`src/rtl/asi_ram_arb_if.sv`:
```
// Requester-side and RAM-side signal bundle for the asi_ram_arb RAM port arbiter.
interface asi_ram_arb_if #(
  parameter int unsigned NCH    = 4,
  parameter int unsigned AXI_DW = 128,
  parameter int unsigned AXI_AW = 32,
  parameter int unsigned WSTRBW = AXI_DW/8
);
  logic [NCH-1:0]        req;
  logic [NCH-1:0]        en;
  logic [NCH-1:0]        we;
  logic [NCH-1:0]        last;
  logic [NCH*AXI_AW-1:0] addr;
  logic [NCH*AXI_DW-1:0] wdata;
  logic [NCH*WSTRBW-1:0] wstrb;
  logic [NCH-1:0]        grant;
  logic [NCH-1:0]        rvalid;
  logic [AXI_DW-1:0]     rdata;
  logic                  arb_err;
  logic                  RAM_CEN;
  logic [WSTRBW-1:0]     RAM_WEN;
  logic [AXI_AW-1:0]     RAM_A;
  logic [AXI_DW-1:0]     RAM_D;
  logic [AXI_DW-1:0]     RAM_Q;

  modport slave (
    input  req, en, we, last, addr, wdata, wstrb, RAM_Q,
    output grant, rvalid, rdata, arb_err, RAM_CEN, RAM_WEN, RAM_A, RAM_D
  );

  modport master (
    output req, en, we, last, addr, wdata, wstrb, RAM_Q,
    input  grant, rvalid, rdata, arb_err, RAM_CEN, RAM_WEN, RAM_A, RAM_D
  );
endinterface

```
`src/rtl/asi_ram_arb.sv`:
```
// N-channel burst-tenure arbiter and port mux for one single-port RAM, with
// tagged read-data return after RAM_RL cycles.
module asi_ram_arb #(
  parameter int unsigned NCH        = 4,
  parameter int unsigned AXI_DW     = 128,
  parameter int unsigned AXI_AW     = 32,
  parameter int unsigned WSTRBW     = AXI_DW/8,
  parameter int unsigned ARB_MODE   = 0,
  parameter int unsigned MAX_BURSTS = 0,
  parameter int unsigned RAM_RL     = 1
) (
  input  logic         usr_clk,
  input  logic         usr_reset_n,
  asi_ram_arb_if.slave bus
);
  localparam int unsigned OW = $clog2(NCH);
  localparam int unsigned CW = (MAX_BURSTS > 1) ? $clog2(MAX_BURSTS) : 1;

  typedef enum logic {IDLE, BUSY} state_t;

  state_t            state_q, state_d;
  logic [OW-1:0]     own_q, own_d;
  logic [OW-1:0]     ptr_q, ptr_d;
  logic [CW-1:0]     cnt_q, cnt_d;
  logic [NCH-1:0]    grant_q, grant_d;
  logic              arb_err_q, arb_err_d;
  logic [NCH-1:0]    rd_pipe_q [RAM_RL];
  logic [NCH-1:0]    rd_in;

  logic              sel_en, sel_we, sel_last, acc;
  logic [AXI_AW-1:0] sel_addr;
  logic [AXI_DW-1:0] sel_wdata;
  logic [WSTRBW-1:0] sel_wstrb;

  logic [OW-1:0]     fix_win, oth_win, rr_win, win;
  logic              fix_found, oth_found, rr_found, arb_ev;
  int unsigned       idx;

  // Owner's access fields selected by the owner register
  always_comb begin
    sel_en    = 1'b0;
    sel_we    = 1'b0;
    sel_last  = 1'b0;
    sel_addr  = '0;
    sel_wdata = '0;
    sel_wstrb = '0;
    for (int i = 0; i < NCH; i++) begin
      if (own_q == OW'(i)) begin
        sel_en    = bus.en[i];
        sel_we    = bus.we[i];
        sel_last  = bus.last[i];
        sel_addr  = bus.addr[i*AXI_AW +: AXI_AW];
        sel_wdata = bus.wdata[i*AXI_DW +: AXI_DW];
        sel_wstrb = bus.wstrb[i*WSTRBW +: WSTRBW];
      end
    end
  end

  assign acc = (|grant_q) & sel_en;

  // Candidate winners: lowest index, lowest non-owner, and round-robin from ptr
  always_comb begin
    fix_win   = '0;
    fix_found = 1'b0;
    oth_win   = '0;
    oth_found = 1'b0;
    rr_win    = '0;
    rr_found  = 1'b0;
    idx       = 0;
    for (int i = 0; i < NCH; i++) begin
      if (bus.req[i] && !fix_found) begin
        fix_win   = OW'(i);
        fix_found = 1'b1;
      end
      if (bus.req[i] && (own_q != OW'(i)) && !oth_found) begin
        oth_win   = OW'(i);
        oth_found = 1'b1;
      end
    end
    for (int k = 0; k < NCH; k++) begin
      idx = 32'(ptr_q) + 32'(k);
      if (idx >= NCH) idx = idx - NCH;
      if (bus.req[OW'(idx)] && !rr_found) begin
        rr_win   = OW'(idx);
        rr_found = 1'b1;
      end
    end
    win = fix_win;
    if (ARB_MODE == 1) begin
      win = rr_win;
    end else if ((MAX_BURSTS > 0) && (state_q == BUSY) && (fix_win == own_q) &&
                 (cnt_q == CW'(MAX_BURSTS - 1)) && oth_found) begin
      win = oth_win;
    end
  end

  // Tenure FSM: re-arbitrate in IDLE or on the owner's last access
  always_comb begin
    state_d   = state_q;
    own_d     = own_q;
    ptr_d     = ptr_q;
    cnt_d     = cnt_q;
    arb_ev    = (state_q == IDLE) || (acc && sel_last);
    if (arb_ev) begin
      if (|bus.req) begin
        state_d = BUSY;
        own_d   = win;
        ptr_d   = (win == OW'(NCH - 1)) ? '0 : OW'(win + OW'(1));
        if ((MAX_BURSTS > 0) && (state_q == BUSY) && (win == own_q))
          cnt_d = (cnt_q == CW'(MAX_BURSTS - 1)) ? cnt_q : CW'(cnt_q + CW'(1));
        else
          cnt_d = '0;
      end else begin
        state_d = IDLE;
        cnt_d   = '0;
      end
    end
    grant_d   = (state_d == BUSY) ? (NCH'(1) << own_d) : '0;
    arb_err_d = arb_err_q | (|(bus.en & ~grant_q));
    rd_in     = (acc && !sel_we) ? grant_q : '0;
  end

  always_ff @(posedge usr_clk or negedge usr_reset_n) begin
    if (!usr_reset_n) begin
      state_q   <= IDLE;
      own_q     <= '0;
      ptr_q     <= '0;
      cnt_q     <= '0;
      grant_q   <= '0;
      arb_err_q <= 1'b0;
      for (int i = 0; i < RAM_RL; i++) rd_pipe_q[i] <= '0;
    end else begin
      state_q   <= state_d;
      own_q     <= own_d;
      ptr_q     <= ptr_d;
      cnt_q     <= cnt_d;
      grant_q   <= grant_d;
      arb_err_q <= arb_err_d;
      for (int i = RAM_RL - 1; i > 0; i--) rd_pipe_q[i] <= rd_pipe_q[i-1];
      rd_pipe_q[0] <= rd_in;
    end
  end

  // RAM port: one mux level off the registered grant
  assign bus.RAM_CEN = ~acc;
  assign bus.RAM_WEN = (acc && sel_we) ? ~sel_wstrb : '1;
  assign bus.RAM_A   = acc ? sel_addr  : '0;
  assign bus.RAM_D   = acc ? sel_wdata : '0;
  assign bus.rdata   = bus.RAM_Q;
  assign bus.grant   = grant_q;
  assign bus.rvalid  = rd_pipe_q[RAM_RL-1];
  assign bus.arb_err = arb_err_q;
endmodule

```
`src/flat_wrapper.sv`:
```
// flat-port wrapper written by rule: the top's interface ports become plain ports
module asi_ram_arb_flat 
#(
  parameter int unsigned NCH        = 4,
  parameter int unsigned AXI_DW     = 128,
  parameter int unsigned AXI_AW     = 32,
  parameter int unsigned WSTRBW     = AXI_DW/8,
  parameter int unsigned ARB_MODE   = 0,
  parameter int unsigned MAX_BURSTS = 0,
  parameter int unsigned RAM_RL     = 1
)
  (usr_clk, usr_reset_n, bus_req, bus_en, bus_we, bus_last, bus_addr, bus_wdata, bus_wstrb, bus_RAM_Q, bus_grant, bus_rvalid, bus_rdata, bus_arb_err, bus_RAM_CEN, bus_RAM_WEN, bus_RAM_A, bus_RAM_D);
  asi_ram_arb_if #(.NCH(NCH), .AXI_DW(AXI_DW), .AXI_AW(AXI_AW), .WSTRBW(WSTRBW)) bus_i ();
  input  logic usr_clk;
  input  logic usr_reset_n;
  input wire logic [$bits(bus_i.req)-1:0] bus_req;
  input wire logic [$bits(bus_i.en)-1:0] bus_en;
  input wire logic [$bits(bus_i.we)-1:0] bus_we;
  input wire logic [$bits(bus_i.last)-1:0] bus_last;
  input wire logic [$bits(bus_i.addr)-1:0] bus_addr;
  input wire logic [$bits(bus_i.wdata)-1:0] bus_wdata;
  input wire logic [$bits(bus_i.wstrb)-1:0] bus_wstrb;
  input wire logic [$bits(bus_i.RAM_Q)-1:0] bus_RAM_Q;
  output wire logic [$bits(bus_i.grant)-1:0] bus_grant;
  output wire logic [$bits(bus_i.rvalid)-1:0] bus_rvalid;
  output wire logic [$bits(bus_i.rdata)-1:0] bus_rdata;
  output wire logic [$bits(bus_i.arb_err)-1:0] bus_arb_err;
  output wire logic [$bits(bus_i.RAM_CEN)-1:0] bus_RAM_CEN;
  output wire logic [$bits(bus_i.RAM_WEN)-1:0] bus_RAM_WEN;
  output wire logic [$bits(bus_i.RAM_A)-1:0] bus_RAM_A;
  output wire logic [$bits(bus_i.RAM_D)-1:0] bus_RAM_D;
  assign bus_i.req = bus_req;
  assign bus_i.en = bus_en;
  assign bus_i.we = bus_we;
  assign bus_i.last = bus_last;
  assign bus_i.addr = bus_addr;
  assign bus_i.wdata = bus_wdata;
  assign bus_i.wstrb = bus_wstrb;
  assign bus_i.RAM_Q = bus_RAM_Q;
  assign bus_grant = bus_i.grant;
  assign bus_rvalid = bus_i.rvalid;
  assign bus_rdata = bus_i.rdata;
  assign bus_arb_err = bus_i.arb_err;
  assign bus_RAM_CEN = bus_i.RAM_CEN;
  assign bus_RAM_WEN = bus_i.RAM_WEN;
  assign bus_RAM_A = bus_i.RAM_A;
  assign bus_RAM_D = bus_i.RAM_D;
  asi_ram_arb #(.NCH(NCH), .AXI_DW(AXI_DW), .AXI_AW(AXI_AW), .WSTRBW(WSTRBW), .ARB_MODE(ARB_MODE), .MAX_BURSTS(MAX_BURSTS), .RAM_RL(RAM_RL)) u_core (.usr_clk(usr_clk), .usr_reset_n(usr_reset_n), .bus(bus_i));
endmodule
```
`config.mk`:
```
export PLATFORM = sky130hd
export DESIGN_NAME = asi_ram_arb_flat
export DESIGN_NICKNAME = d
export VERILOG_FILES = /design/src/rtl/asi_ram_arb_if.sv /design/src/rtl/asi_ram_arb.sv /design/src/flat_wrapper.sv
export SDC_FILE = /design/constraint.sdc
export NUM_CORES = 1
export LEC_CHECK = 0
export ABC_AREA = 1
export CAP_MARGIN = 5
export CORE_AREA = 2 2 451 453
export CTS_CLUSTER_DIAMETER = 150
export DETAILED_ROUTE_END_ITERATION = 6
export DIE_AREA = 0 0 453 455
export GPL_ROUTABILITY_DRIVEN = 1
export PLACE_DENSITY = 0.3
export SLEW_MARGIN = 20
export SYNTH_ARGS = -nofsm -noshare
export SYNTH_HDL_FRONTEND = slang
export SYNTH_SLANG_ARGS = --single-unit
export TNS_END_PERCENT = 1
```
`constraint.sdc`:
```
create_clock -name usr_clk -period 5.65 [get_ports usr_clk]
set_clock_uncertainty 0.05 [all_clocks]
set_input_delay 1.695 -clock usr_clk [delete_from_list [all_inputs] [get_ports usr_clk]]
set_output_delay 1.695 -clock usr_clk [all_outputs]
set_load 0.02 [all_outputs]
```
==> summary by stage <==
Synth
The sequential cell area fraction in the yosys report is 4.60%. After synthesis, the largest family of logic cells by area is compound AO/OA/AOI/OAI gates. The count of state elements after synthesis is 12.

The dominant register cell in the synthesized netlist is sky130_fd_sc_hd__dfrtp_1. The share of synthesized registers carrying an async set or reset is 100%. The share of the synthesized area in compound gates (AO/OA/AOI/OAI) is 39.8%.

The biggest area consumer among synthesized cells is sky130_fd_sc_hd__buf_4. Of the total synthesized cell area, the portion taken by AND, OR, NAND and NOR gates is 31.3%. The average footprint of a synthesized cell is 5.53 sq um.

Synthesis produced a netlist with a net count of 2032. Yosys mapped a number of flops with a built-in enable equal to 0. The mapped netlist covers 6540 sq um. Yosys printed 0 warnings. The portion of synthesized cell area occupied by the leading cell type is 15.3%.

The portion of synthesized area spent on multiplexers is 0%. The adder-cell share of the synthesized area is 0%. The share of the synthesized netlist area taken by xor and xnor gates is 0%.

The commonest cells after synthesis are sky130_fd_sc_hd__nand2_1, sky130_fd_sc_hd__nor2_1, sky130_fd_sc_hd__buf_4. After synthesis, the cell types taking the most area are sky130_fd_sc_hd__buf_4, sky130_fd_sc_hd__nand2_1, sky130_fd_sc_hd__nor2_1, sky130_fd_sc_hd__o221ai_1, sky130_fd_sc_hd__a311oi_1. The count of different cell masters after synthesis is 32. In the post-synthesis netlist, the cell with the most instances is sky130_fd_sc_hd__nand2_1. The gate count of the mapped netlist is 1182.

Global route
For this run, the total global-route usage over all layers was measured as 12.0%. The number of global-route vias before repair is 12500. The global-route wire length before repair is 156 mm. The initial antenna violation count is 149.

Entering global routing, the biggest net connects 70 pins. For this run the aggregate overflow at the end of global routing stands at 0.

Hold path
The path class of the tightest hold or removal check is register to register.

Layout
The end-of-flow core utilization is 9.50%. The area growth from synthesis to layout is 193%. The final instance count without filler cells is 4642. The multi-input combinational cells in the finished layout cover a total of 4690 sq um. The fraction of final layout cells with drive strength greater than 1 is 9.63%. The net count reported at finish is 2793. The filler cell count in the final layout is 23600. The register area is 308 sq um.

Placement
The sum of net half-perimeters after detailed placement is 118 mm. The congestion estimate from routability-driven global placement came to 0.850. The port buffer count is 907. In this run, placement finished with an instance count of 4610.

Clocking
Buffers added to address setup during post-CTS repair amount to 0. The clock tree from TritonCTS is done. Buffers inserted during clock tree synthesis total 3. The clock net sink count is 12. The cell sitting at the root of the clock tree is a sky130_fd_sc_hd__clkbuf_16.

After clock tree synthesis, the clock-pin slew on the worst setup and hold paths is 0.05 ns. The clock insertion delay at the later pin of the skew report is 0.24 ns. The maximum number of buffers from clock root to sink is 2. In this run the number of H-tree levels came out at 1.

Detailed routing
Summing over every cut layer, the via total after detailed routing is 12600. The highest metal layer carrying signal wires in the routed design is met5. The number of violations reported at the end of detailed-routing iteration 0 is 876. After detailed routing, the average wire length per cell comes to 28.4 microns.

The met2 routed wirelength is 70.2 mm. The first-pass iteration count of the detailed router is 7. After detailed routing, the wire length on met1 is 45.8 mm. The remaining antenna violation count is 0. The number of remaining DRC errors is 0. In the routed layout, each cell is associated on average with a via count of 2.72. Summed over all nets, wire length on met3 after detailed routing comes to 12.3 mm.

The final wirelength is 132 mm.

STA
Setup violations remaining at the end of the flow were counted as 0. The remaining max-slew budget at the tightest pin is 37.2%. For the pin with the worst max-slew slack, the measured transition is 0.942 ns.

The number of hold violations in the final report is 0. Based on the critical path, the design can be clocked at up to 0.180 GHz. The count of final max-slew check failures is 0.

The sum of negative setup slack is 0 ns. The tightest hold path in the finished design has a slack of 0.445 ns. After layout, the worst path uses 98.3% of the clock period. The clock period could shrink to 5.55 ns. Setup repair after global routing left no endpoint under its margin.

Die
The row count is 165. The die is 453 microns wide. The region available for standard cell placement spans 201000 sq um. The floorplan die area is 206000 sq um.

The count of boundary I/O pins is 1164. The floorplan die height is 455 microns. The initial utilization of the core area, before any placement, comes to 3.25%.

Run
The tool flagged a number of max-cap violations equal to 0.

Pwr
The ratio of total power to cell area is 445 nW/um^2. The maximum vdd ir drop is 0.000193 V. For this design the static power due to leakage is 0.00689 uW.

Run status
The flow ran to the end, and the final reports show no timing, DRC or antenna violations.

Setup path
The arrival time reported for the critical path endpoint is 3.81 ns. The required time reported for the critical path endpoint is 3.90 ns. STA classifies the critical path endpoint as an output port.

The critical path class is input port to output port. The largest fanout of any net on the critical path is 23. The kind of launch point of the worst setup path is an input port.
==> flip-flops by register name, summed over array words and instances, names as in the netlist <==
signal / cells
u_core.own_q: 2
u_core.bus.rvalid: 4
u_core.state_q: 1
u_core.bus.arb_err: 1
u_core.bus.grant: 4
==> layer usage <==
metal | GRT usage [%] | up-vias
met5 | 0 | -
li1 | - | 5614
met2 | 22.7 | 775
met3 | 4.42 | 289
met1 | 12.5 | 5880
met4 | 2.43 | 58
==> cell usage in the layout (no fill, tap or decap), types with 27 or more instances in the layout <==
master / count
sky130_fd_sc_hd__clkdlybuf4s50_1: 753
sky130_fd_sc_hd__nand2_1: 260
sky130_fd_sc_hd__nor2_1: 245
sky130_fd_sc_hd__buf_4: 94
sky130_fd_sc_hd__o21ai_0: 89
sky130_fd_sc_hd__a21oi_1: 85
sky130_fd_sc_hd__o221ai_1: 72
sky130_fd_sc_hd__buf_12: 67
sky130_fd_sc_hd__dlymetal6s2s_1: 57
sky130_fd_sc_hd__a311oi_1: 54
sky130_fd_sc_hd__diode_2: 28
sky130_fd_sc_hd__a221oi_1: 27
==> timing repair <==
action / in CTS / in global routing
endpoints found under the setup margin: 29 / 61
hold buffers: 0 / 0
gates resized for setup: 29 / 59
==> critical path, stage by stage <==
cell,delay (ns)
sky130_fd_sc_hd__clkdlybuf4s50_1,0.49
sky130_fd_sc_hd__inv_1,0.04
sky130_fd_sc_hd__nand2_1,0.06
sky130_fd_sc_hd__nand3_1,0.08
sky130_fd_sc_hd__nand2_1,0.18
sky130_fd_sc_hd__nand2_8,0.13
sky130_fd_sc_hd__buf_12,0.19
sky130_fd_sc_hd__a311oi_1,0.24
sky130_fd_sc_hd__clkdlybuf4s50_1,0.65
==> kinds of logic after synthesis <==
family | Yosys count
AO/OA/AOI/OAI | 382
buffers and inverters | 262
flip-flops | 12
AND/OR/NAND/NOR | 526
==> through the flow <==
stage / total power (uW) / setup slack [ns] / instance area [sq um]
floorplan: 3490 / 1.11 / 6540
global placement: 8880 / -0.102 / 18800
detailed placement: 8830 / -0.0934 / 18800
CTS: 8930 / 0.000132 / 18900
global route: 9090 / 0.00172 / 19100
finish: 8510 / 0.0958 / 19100
==> report_power, final <==
| group | switching (uW) | internal, uW | total [uW] |
|---|---|---|---|
| sequential | 94.2 | 115 | 209 |
| clock | 39.9 | 107 | 147 |
| combinational | 4780 | 3380 | 8160 |
| total | 4910 | 3600 | 8510 |
==> final timing paths <==
| check | slack [ns] | to | from | cells after the start |
|---|---|---|---|---|
| setup / recovery | 0.1 | bus_RAM_A[31] | bus_en[1] | 9 |
| hold / removal | 0.45 | u_core.bus.arb_err | u_core.bus.arb_err | 2 |
| setup reg to reg | 3.03 | u_core.bus.grant[3] | u_core.own_q[0] | 10 |
| hold reg to reg | 0.45 | u_core.bus.arb_err | u_core.bus.arb_err | 2 |
| max in group asynchronous | 3.31 | u_core.own_q[0] | usr_reset_n | 1 |
| min in group asynchronous | 1.79 | u_core.bus.arb_err | usr_reset_n | 1 |
==> area by class of cell <==
class / count / area share [%]
sequential: 12 / 1.61
antenna: 28 / 0.366
clock buffer: 4 / 0.464
timing repair buffer: 998 / 55.1
inverter: 20 / 0.484
tap: 2672 / 17.5
multi-input combinational: 908 / 24.5
Power figures use the tool's default switching activity.
==> patch 1: new RTL, config.mk and constraints unchanged <==
`ARB_MODE` is set to 0 in 2 places; all go to 1.
--- a/src/rtl/asi_ram_arb.sv
+++ b/src/rtl/asi_ram_arb.sv
@@ -6,5 +6,5 @@
   parameter int unsigned AXI_AW     = 32,
   parameter int unsigned WSTRBW     = AXI_DW/8,
-  parameter int unsigned ARB_MODE   = 0,
+  parameter int unsigned ARB_MODE   = 1,
   parameter int unsigned MAX_BURSTS = 0,
   parameter int unsigned RAM_RL     = 1
--- a/src/flat_wrapper.sv
+++ b/src/flat_wrapper.sv
@@ -6,5 +6,5 @@
   parameter int unsigned AXI_AW     = 32,
   parameter int unsigned WSTRBW     = AXI_DW/8,
-  parameter int unsigned ARB_MODE   = 0,
+  parameter int unsigned ARB_MODE   = 1,
   parameter int unsigned MAX_BURSTS = 0,
   parameter int unsigned RAM_RL     = 1
Check against the original RTL: not equivalent (Yosys sat finds a counterexample within 4 cycles, from zero or initial values and one cycle with usr_reset_n low).
==> patch 1 against the original RTL <==
- setup slack improved by 0.0057 ns
- power increased by 10%
- cell count increased by 1.4%
- synthesized area increased by 2.4%
- count of clock-buffer cells in the layout unchanged
- sequential cell count increased by 2
- largest power group unchanged
- sequential share of layout area increased by 0.23 points
- largest cell class unchanged
- via count increased by 2.6%
- routed wire length increased by 5.1%
- hold slack improved by 0.041 ns
- clock power decreased by 6%
- utilization increased by 0.15 points
- design area increased by 1.6%
- die area unchanged
==> patch 1: results (changes against the original RTL) <==
INFO  metric first_global_vias = 13048 (+4.2%)
INFO  metric p_sw_share = 58.60% (+0.92 points)
INFO  metric grt_first_pass_wirelength = 164300 um (+5.0%)
INFO  metric detail_route.first_pass.iterations = 5 (-2)
INFO  metric routedLengthMet1 = 48870 um (+6.8%)
INFO  metric outcome = finished, final reports clean
INFO  metric synth.top_cells.by_count = 249 x nor2_1, 247 x nand2_1, 157 x o21ai_0, 129 x buf_4, 85 x o22ai_1
INFO  metric routed-wl-met2 = 75170 um (+7.1%)
INFO  metric layout_cells_sized_above_1 = 10.91% (+1.3 points)
INFO  metric finalWirelength = 138300 um (+5.1%)
INFO  metric detail_route.iter0.violations = 818 (-6.6%)
INFO  metric avgViaCountPerCell = 2.750 (+1.2%)
INFO  metric wl_met3 = 10650 um (-14%)
INFO  metric grt.met2_usage = 24.76% (+2.1 points)
INFO  metric global_route.usage.met1 = 13.24% (+0.72 points)
INFO  metric p_leak = 6.973 nW (+1.2%)
INFO  metric clock_tree_area_fraction = 0.4056% (-0.059 points)
INFO  metric hpwlAfterDp = 124800 um (+5.9%)
INFO  metric postSynthNetCount = 2096 (+3.1%)
INFO  metric num-fill-cells = 23590 (+0.081%)
INFO  metric grt_util_met3 = 3.922% (-0.50 points)
INFO  metric multi_input_comb_area = 4821 um^2 (+2.9%)
INFO  metric timing.critical_path.fanout_max = 34 (+48%)
INFO  metric synth_top_cells_by_area = buf_4 14%, nor2_1 14%, nand2_1 14%
INFO  metric worst_slew_pin_slew = 0.7545 ns (-0.1872 ns)
INFO  metric track_usage = 12.62% (+0.63 points)
INFO  metric sequential_cell_area_fraction_in_the_yosys_report = 5.237% (+0.64 points)
patch 1: worst paths after layout:
| check | from | end | depth (start not counted) |
|---|---|---|---|
| max reg2reg | u_core.own_q[0] | u_core.bus.grant[2] | 12 |
| min | u_core.bus.arb_err | u_core.bus.arb_err | 2 |
| min reg2reg | u_core.bus.arb_err | u_core.bus.arb_err | 2 |
| min in group asynchronous | usr_reset_n | u_core.ptr_q[0] | 1 |
| max | bus_en[1] | bus_RAM_D[26] | 9 |
| max in group asynchronous | usr_reset_n | u_core.own_q[1] | 1 |
patch 1: worst min-delay path: stages, from the launching register on:
cell and delay [ns]:
dfrtp_1 0.36, a221oi_1 0.06, o221ai_1 0.07
patch 1: through the flow:
step	hold slack [ns]	area (um^2)	instances	setup TNS (ns)
after global routing	0.5163	19410	4699	0
after floorplan	0.4633	6690	1246	0
after CTS	0.4826	19270	4698	-0.004250
after detailed placement	0.4632	19180	4694	-3.328
final	0.4860	19430	4708	0
after global placement	0.4785	19180	4694	-4.308
==> patch 2: new RTL, config.mk and constraints unchanged <==
Without the edit above. Reset style: synchronous (`usr_reset_n`), changed in one clocked block.
--- a/src/rtl/asi_ram_arb.sv
+++ b/src/rtl/asi_ram_arb.sv
@@ -121,5 +121,5 @@
   end
 
-  always_ff @(posedge usr_clk or negedge usr_reset_n) begin
+  always_ff @(posedge usr_clk) begin
     if (!usr_reset_n) begin
       state_q   <= IDLE;
Function: differs if usr_reset_n is asserted again (counterexample within 4 cycles, from zero or initial values and one cycle with usr_reset_n low); with usr_reset_n held inactive, the same outputs for 4 cycles.
==> patch 2 against the original RTL <==
- design area rose by 2.0%
- global-route usage rose by 1.3 points
- critical path depth did not move
- the run now ends with negative setup slack left
- routed wire length rose by 10%
- count of clock-buffer cells in the layout fell by 1
- synthesized area fell by 1.7%
- setup slack got worse by 0.11 ns
- via count rose by 3.3%
- non-clock buffer count rose by 23
- hold slack improved by 0.086 ns
- sequential cell count did not move
Power is left out: it rests on default switching activity, and per cell area and clock period it moved more than threefold.
==> patch 2: results (changes against the original RTL) <==
INFO  metric outcome = finished, violations left
INFO  metric failed_checks = negative setup slack
INFO  metric synthesis.instances = 1192 (+0.85%)
INFO  metric postSynthNetCount = 2042 (+0.49%)
INFO  metric synth_top_cells_by_area = nand2_1 18%, buf_4 15%, nor2_1 14%
INFO  metric finalNetCount = 2826 (+1.2%)
INFO  metric r2r_start = u_core.own_q[0]
INFO  metric avgViaCountPerCell = 2.795 (+2.8%)
INFO  metric num-fill-cells = 23557 (-0.059%)
INFO  metric place_inst = 4643 (+0.72%)
INFO  metric grt_first_pass_wirelength = 172300 um (+10%)
INFO  metric synth_ff_type = dfxtp_1
INFO  metric synth.top_cells.by_count = 303 x nand2_1, 237 x nor2_1, 129 x buf_4, 87 x o21ai_0, 73 x a21oi_1
INFO  metric clk_pin_slew_worst_paths = ~0.040 ns
INFO  metric finalWirelength = 145400 um (+10%)
INFO  metric hpwlAfterDp = 131400 um (+12%)
INFO  metric hold_start = u_core.state_q
INFO  metric ffs_w_async_s_r_synth = 0% (-100 points)
INFO  metric largest_net_degree_at_the_start_of_global_routing = 95 (+36%)
INFO  metric synth.lib_cells_used.distinct = 29 (-9.4%)
INFO  metric ctsLongestPathBuffers = 2 (unchanged)
INFO  metric cts_post_setup_buffers_inserted = 0 (unchanged)
INFO  metric stdcell_count = 4662 (+0.43%)
INFO  metric cts_htree_levels = 1 (unchanged)
INFO  metric worst_slew_pin_slew = 0.9326 ns (-0.009074 ns)
INFO  metric timing.rr.end = u_core.bus.grant[1]
INFO  metric layout_cells_sized_above_1 = 13.22% (+3.6 points)
INFO  metric place_congestion = 1.009 (+19%)
INFO  metric holdPathEnd = u_core.own_q[1]
INFO  metric area_share_nonclk_buffers = 56.02% (+0.93 points)
INFO  metric timing.critical_path.fanout_max = 52 (+130%)
INFO  metric layout.non_clock_inverters = 21 (+5.0%)
INFO  metric first_global_vias = 12848 (+2.6%)
INFO  metric nMultiInputCombCells = 917 (+0.99%)
INFO  metric synth-warning-count = 0 (unchanged)
INFO  metric sequential_cell_area_fraction_in_the_yosys_report = 3.740% (-0.86 points)
INFO  metric antenna_cells = 16 (-43%)
INFO  metric buffers = 1021 (+2.3%)
INFO  metric detail_route.iter0.violations = 990 (+13%)
INFO  metric multi_input_comb_area = 4778 um^2 (+1.9%)
INFO  metric number_of_antenna_violations_at_the_first_check_in_global_routing = 123 (-17%)
INFO  metric worst_hold_path.num_cells = 4 (+2)
INFO  metric detail_route.first_pass.iterations = 5 (-2)
INFO  metric final_critical_path_setup_slack = -0.01194 ns (-0.1077 ns)
INFO  metric critical_path.slowest_cell = a21oi_1
INFO  metric seqCellArea = 247.7 um^2 (-20%)
INFO  metric track_usage = 13.30% (+1.3 points)
INFO  metric timing.final.setup_violations = 1 (+1)
INFO  metric post-place-ws = -0.2006 ns (-0.1072 ns)
INFO  metric clock_tree_area_fraction = 0.3849% (-0.080 points)
INFO  metric cp.arrival = 3.92 ns (+0.11 ns)
INFO  metric n_clock_buffer = 3 (-1)
INFO  metric timing.reg2reg.setup_slack = 3.11 ns (+0.08 ns)
patch 2: critical path: cells and delay by family:
family                 cells  cell delay (ns)
AND/OR/NAND/NOR            4             0.45
AO/OA/AOI/OAI              1             0.64
buffers and inverters      4             1.05
patch 2: stage by stage:
step	instance area [um^2]	TNS, ns	hold slack (ns)
3_3_place_gp	19310	-5.720	0.5264
2_1_floorplan	6424	0	0.4793
4_1_cts	19430	0	0.5374
6_report	19510	-0.01194	0.5315
3_5_place_dp	19330	-1.318	0.5279
5_1_grt	19470	-0.02174	0.5565
patch 2: worst max path at each step:
stage	end	from
after CTS	bus_RAM_D[43]	bus_en[1]
after global placement	bus_RAM_D[83]	bus_en[1]
final	bus_RAM_D[95]	bus_en[1]
after floorplan	bus_RAM_D[81]	bus_en[2]
after global routing	bus_RAM_D[74]	bus_en[1]
after detailed placement	bus_RAM_D[6]	bus_en[1]
patch 2: cell families after synthesis:
group                  Yosys count  share of synthesized area (%)
AND/OR/NAND/NOR                552                          32.68
flip-flops                      12                          3.740
buffers and inverters          263                          23.98
AO/OA/AOI/OAI                  365                          39.60
patch 2: repair_timing:
item,in CTS,in global routing
gates cloned,0,0
endpoints found under the setup margin,41,26
gates resized for setup,41,9
patch 2: per-layer routing:
| layer | share of wire [%] | GRT usage [%] | vias up |
|---|---|---|---|
| li1 | - | - | 5656 |
| met4 | 1.8 | 1.995 | 46 |
| met5 | 0.35 | 0.7353 | - |
| met3 | 9.9 | 4.941 | 198 |
| met1 | 43 | 17.13 | 6283 |
| met2 | 45 | 21.32 | 845 |
